==> src/rtl/serial_pkg.sv <==
// Shared types and helpers for the serial deserializer family.
// Holds the FSM state type, the legal WIDTH range and the counter sizing.
package serial_pkg;

   typedef enum logic [0:0] {
      IDLE  = 1'b0,
      SHIFT = 1'b1
   } deser_state_t;

   localparam int WIDTH_MIN = 2;
   localparam int WIDTH_MAX = 32;

   // Bits needed to count 0..w-1, never less than one.
   function automatic int cnt_width(input int w);
      return (w <= 2) ? 1 : $clog2(w);
   endfunction

endpackage

==> src/rtl/serial_shift_core.sv <==
// Shift register and bit counter for one serial frame.
// Reports the completed word combinationally in the cycle its last bit arrives.
module serial_shift_core
   import serial_pkg::*;
#(
   parameter int WIDTH     = 8,
   parameter bit MSB_FIRST = 1'b0
) (
   input  logic             clk,
   input  logic             reset_n,
   input  logic             load_start,
   input  logic             bit_valid,
   input  logic             d,
   output logic [WIDTH-1:0] word,
   output logic             word_done
);

   localparam int            CW   = cnt_width(WIDTH);
   localparam logic [CW-1:0] LAST = CW'(WIDTH - 1);

   logic [CW-1:0]    cnt_reg, cnt_next, cnt_base;
   logic [WIDTH-1:0] shift_reg, shift_next, shift_base, shifted;

   // A start discards the partial frame, so the cycle acts as bit 0 of a fresh one.
   assign cnt_base   = load_start ? '0 : cnt_reg;
   assign shift_base = load_start ? '0 : shift_reg;

   generate
      for (genvar gi = 0; gi < WIDTH; gi++) begin : g_shift
         if (MSB_FIRST) begin : g_left
            if (gi == 0) begin : g_in
               assign shifted[gi] = d;
            end else begin : g_mv
               assign shifted[gi] = shift_base[gi-1];
            end
         end else begin : g_right
            if (gi == WIDTH - 1) begin : g_in
               assign shifted[gi] = d;
            end else begin : g_mv
               assign shifted[gi] = shift_base[gi+1];
            end
         end
      end
   endgenerate

   always_comb begin
      shift_next = shift_base;
      cnt_next   = cnt_base;
      word_done  = 1'b0;
      if (bit_valid) begin
         shift_next = shifted;
         word_done  = (cnt_base == LAST);
         cnt_next   = word_done ? '0 : cnt_base + CW'(1);
      end
   end

   assign word = shift_next;

   always_ff @(posedge clk or negedge reset_n) begin
      if (!reset_n) begin
         cnt_reg   <= '0;
         shift_reg <= '0;
      end else begin
         cnt_reg   <= cnt_next;
         shift_reg <= shift_next;
      end
   end

endmodule

==> src/rtl/serial_deserializer.sv <==
// Framed serial-to-parallel converter with registered valid/ready output
// and a sticky overrun flag for words the consumer failed to take.
module serial_deserializer
   import serial_pkg::*;
#(
   parameter int WIDTH     = 8,
   parameter bit MSB_FIRST = 1'b0
) (
   input  logic             clk,
   input  logic             reset_n,
   input  logic             serial_start,
   input  logic             d,
   input  logic             bit_valid,
   input  logic             out_ready,
   input  logic             clr_overrun,
   output logic [WIDTH-1:0] out_data,
   output logic             out_valid,
   output logic             end_conversion,
   output logic             busy,
   output logic             overrun
);

   deser_state_t     state_reg, state_next;
   logic [WIDTH-1:0] out_data_reg;
   logic             out_valid_reg, eoc_reg, overrun_reg;
   logic             take_bit, word_done, load, drop;
   logic [WIDTH-1:0] word;

   // Bits only count while a frame is open or being opened this cycle.
   assign take_bit = bit_valid & (serial_start | (state_reg == SHIFT));

   serial_shift_core #(
      .WIDTH     (WIDTH),
      .MSB_FIRST (MSB_FIRST)
   ) u_core (
      .clk        (clk),
      .reset_n    (reset_n),
      .load_start (serial_start),
      .bit_valid  (take_bit),
      .d          (d),
      .word       (word),
      .word_done  (word_done)
   );

   always_comb begin
      state_next = state_reg;
      if (serial_start) begin
         state_next = SHIFT;
      end else if (word_done) begin
         state_next = IDLE;
      end
   end

   // A word is only dropped when the held one is still unaccepted at this edge.
   assign load = word_done & (~out_valid_reg | out_ready);
   assign drop = word_done & out_valid_reg & ~out_ready;

   always_ff @(posedge clk or negedge reset_n) begin
      if (!reset_n) begin
         state_reg     <= IDLE;
         out_data_reg  <= '0;
         out_valid_reg <= 1'b0;
         eoc_reg       <= 1'b0;
         overrun_reg   <= 1'b0;
      end else begin
         state_reg <= state_next;
         eoc_reg   <= load;
         if (load) begin
            out_data_reg  <= word;
            out_valid_reg <= 1'b1;
         end else if (out_ready) begin
            out_valid_reg <= 1'b0;
         end
         if (drop) begin
            overrun_reg <= 1'b1;
         end else if (clr_overrun) begin
            overrun_reg <= 1'b0;
         end
      end
   end

   assign out_data       = out_data_reg;
   assign out_valid      = out_valid_reg;
   assign end_conversion = eoc_reg;
   assign busy           = (state_reg == SHIFT);
   assign overrun        = overrun_reg;

endmodule
==> config.mk <==
export PLATFORM = sky130hd
export DESIGN_NAME = serial_deserializer
export DESIGN_NICKNAME = d
export VERILOG_FILES = /design/src/rtl/serial_pkg.sv /design/src/rtl/serial_shift_core.sv /design/src/rtl/serial_deserializer.sv
export SDC_FILE = /design/constraint.sdc
export NUM_CORES = 1
export LEC_CHECK = 0
export ABC_CLOCK_PERIOD_IN_PS = 2200
export BUFFER_PORTS_ARGS = -buffer_cell sky130_fd_sc_hd__buf_2
export CORE_MARGIN = 1.5
export CORE_UTILIZATION = 50
export DETAILED_ROUTE_END_ITERATION = 10
export PLACE_DENSITY = 0.73
export SYNTH_ARGS = -nofsm -noshare
export SYNTH_HDL_FRONTEND = slang
export SYNTH_SLANG_ARGS = --single-unit
==> constraint.sdc <==
create_clock -name clk -period 2.2 [get_ports clk]
set_input_delay 0.33 -clock clk [delete_from_list [all_inputs] [get_ports clk]]
set_output_delay 0.33 -clock clk [all_outputs]
set_load 0.02 [all_outputs]
# Word-level counts from Yosys, hierarchy flattened
# Index checks and enable logic that the tools add are counted.
[totals]
wordCells = 32
out_inout_bits = 12
ff_bits = 23
inputBits = 7
[classes]
n_mux = 12
n_addsub = 1
n_eq_ne = 1
n_reduce_logical = 3
n_bitwise = 8
[op_table]
columns = ["op", "count"]
rows = [
  ["8-bit 2-to-1 mux", 2],
  ["3-bit 2-to-1 mux", 3],
  ["1-bit 2-to-1 mux", 7],
  ["2-bit nonzero test", 3],
  ["1-bit AND", 4],
  ["3-bit by 1-bit adder with 3-bit output (second input constant)", 1],
  ["3-bit equality test (second input constant)", 1],
  ["1-bit inverter", 2],
  ["1-bit OR", 2],
]

# Longest topological paths before layout
[logic_depth]
ltp_word = 6
depth_mapped = 5
depth_no_buf = 5

# Modules after synthesis
# A second synthesis with hierarchy kept.
[unflattened]
cells_unflattened = 67
hier_area_um2 = 978.4
[by_module_without_submodules]
columns = ["module", "cells_each", "area_per_inst_um2", "seq_area_each_um2", "instances"]
rows = [
  ["serial_shift_core", 38, 496.7, 275.3, 1],
  ["serial_deserializer", 29, 481.7, 300.3, 1],
]

# Least setup slack after synthesis
# OpenSTA, ideal clock, no wires.
[synth_timing]
path_type = "in2reg"
startpoint = "input port serial_start"
endpoint = "register out_data_reg[7], in the netlist out_data[7]"
n_path_buf = 1
arrival_time_ps = 1389
t_required_ps = 2075
setup_slack_ps = 686
cell_stages = 5
setup_ps = 125
cell_sequence = "clkbuf_1 -> nor2b_1 -> ha_1 -> nand3_2 -> mux2_2"
[synth_via]
elab_chain_len = 4
word_cells_on_any_way = 8
cone_classes = "eq/ne: 1; mux: 4; bitwise: 3"
[synth_lines]
columns = ["item", "line", "source"]
rows = [
  ["start: declaration", "serial_deserializer.sv:11", "input logic serial_start,"],
  ["3-bit 2-to-1 mux / 1-bit OR (equally long branches)", "serial_shift_core.sv:25, serial_deserializer.sv:30", ""],
  ["3-bit equality test / 1-bit AND (equally long branches)", "serial_shift_core.sv:52, serial_deserializer.sv:30", ""],
  ["1-bit 2-to-1 mux", "serial_shift_core.sv:50", "if (bit_valid) begin"],
  ["1-bit AND", "serial_deserializer.sv:55", "assign load = word_done & (~out_valid_reg | out_ready);"],
  ["end signal: assignment", "serial_deserializer.sv:69", "out_data_reg <= word;"],
  ["end: declaration", "serial_deserializer.sv:24", "logic [WIDTH-1:0] out_data_reg;"],
]
# Parallel ways exist; a longest one is shown, timed or not.
# A chain may end at the register's enable or synchronous reset.

# Final worst setup path
[layout_timing]
startpoint = "register u_core.cnt_reg[0]"
endpoint = "register out_data_reg[7], in the netlist out_data[7]"
[layout_via]
elab_chain_len = 4
[layout_lines]
columns = ["item", "line", "source"]
rows = [
  ["start: declaration", "serial_shift_core.sv:21", "logic [CW-1:0] cnt_reg, cnt_next, cnt_base;"],
  ["start signal: assignment", "serial_shift_core.sv:64", "cnt_reg <= cnt_next;"],
  ["3-bit 2-to-1 mux", "serial_shift_core.sv:25", "assign cnt_base = load_start ? '0 : cnt_reg;"],
  ["3-bit equality test", "serial_shift_core.sv:52", "word_done = (cnt_base == LAST);"],
  ["1-bit 2-to-1 mux", "serial_shift_core.sv:50", ""],
  ["1-bit AND", "serial_deserializer.sv:55", ""],
]
# Every way passes these cells.

==> run metrics <==
outcome=finished, final reports clean; top cells by count, synth=dfrtp_1 (23), nand2_1 (18), a21oi_1 (8), mux2i_1 (7), o2bb2ai_1 (7); hold_buf cts=1; HP Class=in -> reg; Setup TNS=0 ns; VDD IR max=approximately 370 uV; drt first pass iters=4; die width=47.72 um; HP Start=clr_overrun; number of synthesized flops with an enable pin=0; Ports=19; Post-synth ARST share=100.0%; CTS tree=done; post-synth top area share=57.57%; Max Slew Vio Count=0; dpl cell area=approximately 0.0011 sq mm; Tcrit/Tclk final=73.56%; number of synthesized register bits=23; CP arrival=1.81 ns; CTS clk-pin slew, worst paths=between 0.1 and 0.15 ns; Syn Inst Count=just under 90; Cell Area, Synth=999.7 sq um; Synthesis Warnings=0; Leakage=0.5680 nW; Reg2Reg Launch Point=u_core.cnt_reg[0]; initial antenna violation count=0; routed wl met2=roughly 800 um; pwr dens=589.7 mW/mm^2; Starting Density=around 55%; vias in the first global route=between 600 and 700; Routed met1 length=865 um; CP Max Fanout=9; Reg-to-Reg End=out_data[7]; Total Wirelength=1.761 mm; FF-to-FF setup slack=0.58 ns; ant diodes=0; largest net degree at the start of global routing=24; Slew @ Worst Pin=0.4972 ns; hold path depth=2; crit path time final=1.618 ns; CP endpoint kind=register; Final Cell Area=0.001145 sq mm; maxcap violations=0; main flop type after synthesis=dfrtp_1; Hold Path End=overrun; most frequent CP cell=ha_1; Relative slew margins=66.85%; Reg2Reg Depth=5; register area share after synthesis=57.57%; final hold vios=0; core area=0.001802 sq mm; CTS Sinks=23; first-pass GRT wire length=2.960 mm; Iter 0 DRT Violations=4; grt total ovfl=0; unique cell type count in the Yosys netlist=21; data required time of the worst path=around 2.4 ns; Startpoint Class=register; DP Wirelength=1.212 mm; Crit path max-delay family=adder cells; total die area=0.002277 sq mm; Crit path largest cell delay=0.40 ns; DRC violations left=0; via count=713; WL met3=62 um; unrepaired setup endpoints after global routing=false; Final ANT Viol Nets=0; crit path kind=reg -> reg; syn_nets=96; number of H-tree levels=1; Core Rows=15; largest cells by area after synthesis=dfrtp_1 (58%), mux2i_1 (7.0%), nand2_1 (6.8%), o2bb2ai_1 (6.1%), a21oi_1 (4.0%); CP cell instances=nor2b_1, ha_1, ha_1, nand3_2, mux2_2; GRT Total Usage=19.14%; postcts setup bufs=0; Critical-path top delay cell=dfrtp_1; Highest Signal Layer=met4; Area growth syn-to-layout=14.52%; post-synth top area cell=dfrtp_1; CTS resizes=0; Max Freq=0.6179 GHz; syn avg cell area=around 11 sq um; total CTS buffers=3; Setup Skew=0.006633 ns; RePlAce Congestion=0.7570; Final #Nets=117; Buffers on Ports=18; Bufs on Longest Clock Path=2; clk_lat worst skew=around 0.3 ns; vias per cell=5.402; Root Driver=clkbuf_4; Final Setup Violations=0; Critical path buffers and inverters=0; share of layout cells above drive strength 1=24.30%; Die Ht=47.72 um; routed wire length per instance=13.34 um; cell with the most instances after synthesis=dfrtp_1
metrics by stage:
| stage | power, mW | setup WS, ns | std cells | hold slack [ns] | utilization (%) |
|---|---|---|---|---|---|
| 2_1_floorplan | 0.4750 | 0.6864 | 87 | 0.03441 | - |
| 3_3_place_gp | 0.4943 | 0.4703 | 127 | 0.3225 | 61.46 |
| 3_5_place_dp | 0.4955 | 0.4398 | 127 | 0.3277 | 61.46 |
| 4_1_cts | 0.6833 | 0.5822 | 132 | 0.2118 | 63.54 |
| 5_1_grt | 0.7086 | 0.4787 | 132 | 0.2071 | 63.54 |
| 6_report | 0.6751 | 0.5817 | 132 | 0.2086 | 63.54 |
cells by family after synthesis:
logic type	count (synthesis)	synth area share, %
and+or+nand+nor	26	12.77
buffers and inverters	6	2.503
AOI/OAI and AO/OA	22	16.52
muxes	8	8.135
DFF	23	57.57
adders and majority gates	2	2.503
cell type report:
cell class              instances  area [sq um]
inverters                       3         11.26
clock inverters                 1         5.005
flip-flops and latches         23         575.6
multi-input cells              58         399.1
repair buffers                 19         100.1
clock buffers                   3         22.52
well taps                      25         31.28
fillers                       150         656.9
power breakdown:
group	leakage [nW]	internal, mW	total (mW)	switching (mW)
clock network	0.0177	0.0677	0.187	0.119
logic	0.239	0.0207	0.0523	0.0315
registers	0.311	0.431	0.436	0.00528
total	0.568	0.519	0.675	0.156
worst max path at each step:
stage	from	endpoint	slack (ns)	cells past startpoint
floorplan	serial_start	out_data[7]	0.69	5
global placement	serial_start	out_data[7]	0.47	6
detailed placement	serial_start	out_data[7]	0.44	6
CTS	u_core.cnt_reg[0]	out_data[7]	0.58	5
global route	u_core.cnt_reg[0]	out_data[7]	0.48	5
finish	u_core.cnt_reg[0]	out_data[7]	0.58	5
layout by cell type, fill, tap and decap left out, drive strengths merged:
cell type	netlist	routed
nand2b	1	1
o21a	1	1
buf	2	18
o22ai	1	1
inv	3	3
and2	1	1
dfrtp	23	23
mux2i	7	7
mux2	1	1
a221oi	1	1
a22o	3	3
clkinv	0	1
nand2	18	18
clkbuf	1	3
ha	2	2
o2bb2ai	7	7
dlygate4sd3	0	1
a21oi	8	8
a21o	1	1
nand3	1	1
nor2b	3	3
nand4b	1	1
nor2	1	1
per-layer routing:
| metal | vias up | global-route usage (%) |
|---|---|---|
| met1 | 348 | 25.54 |
| met4 | 0 | 8.108 |
| met5 | - | 0 |
| met3 | 2 | 3.396 |
| li1 | 348 | - |
| met2 | 15 | 30.67 |
(Power assumes the default switching activity.)
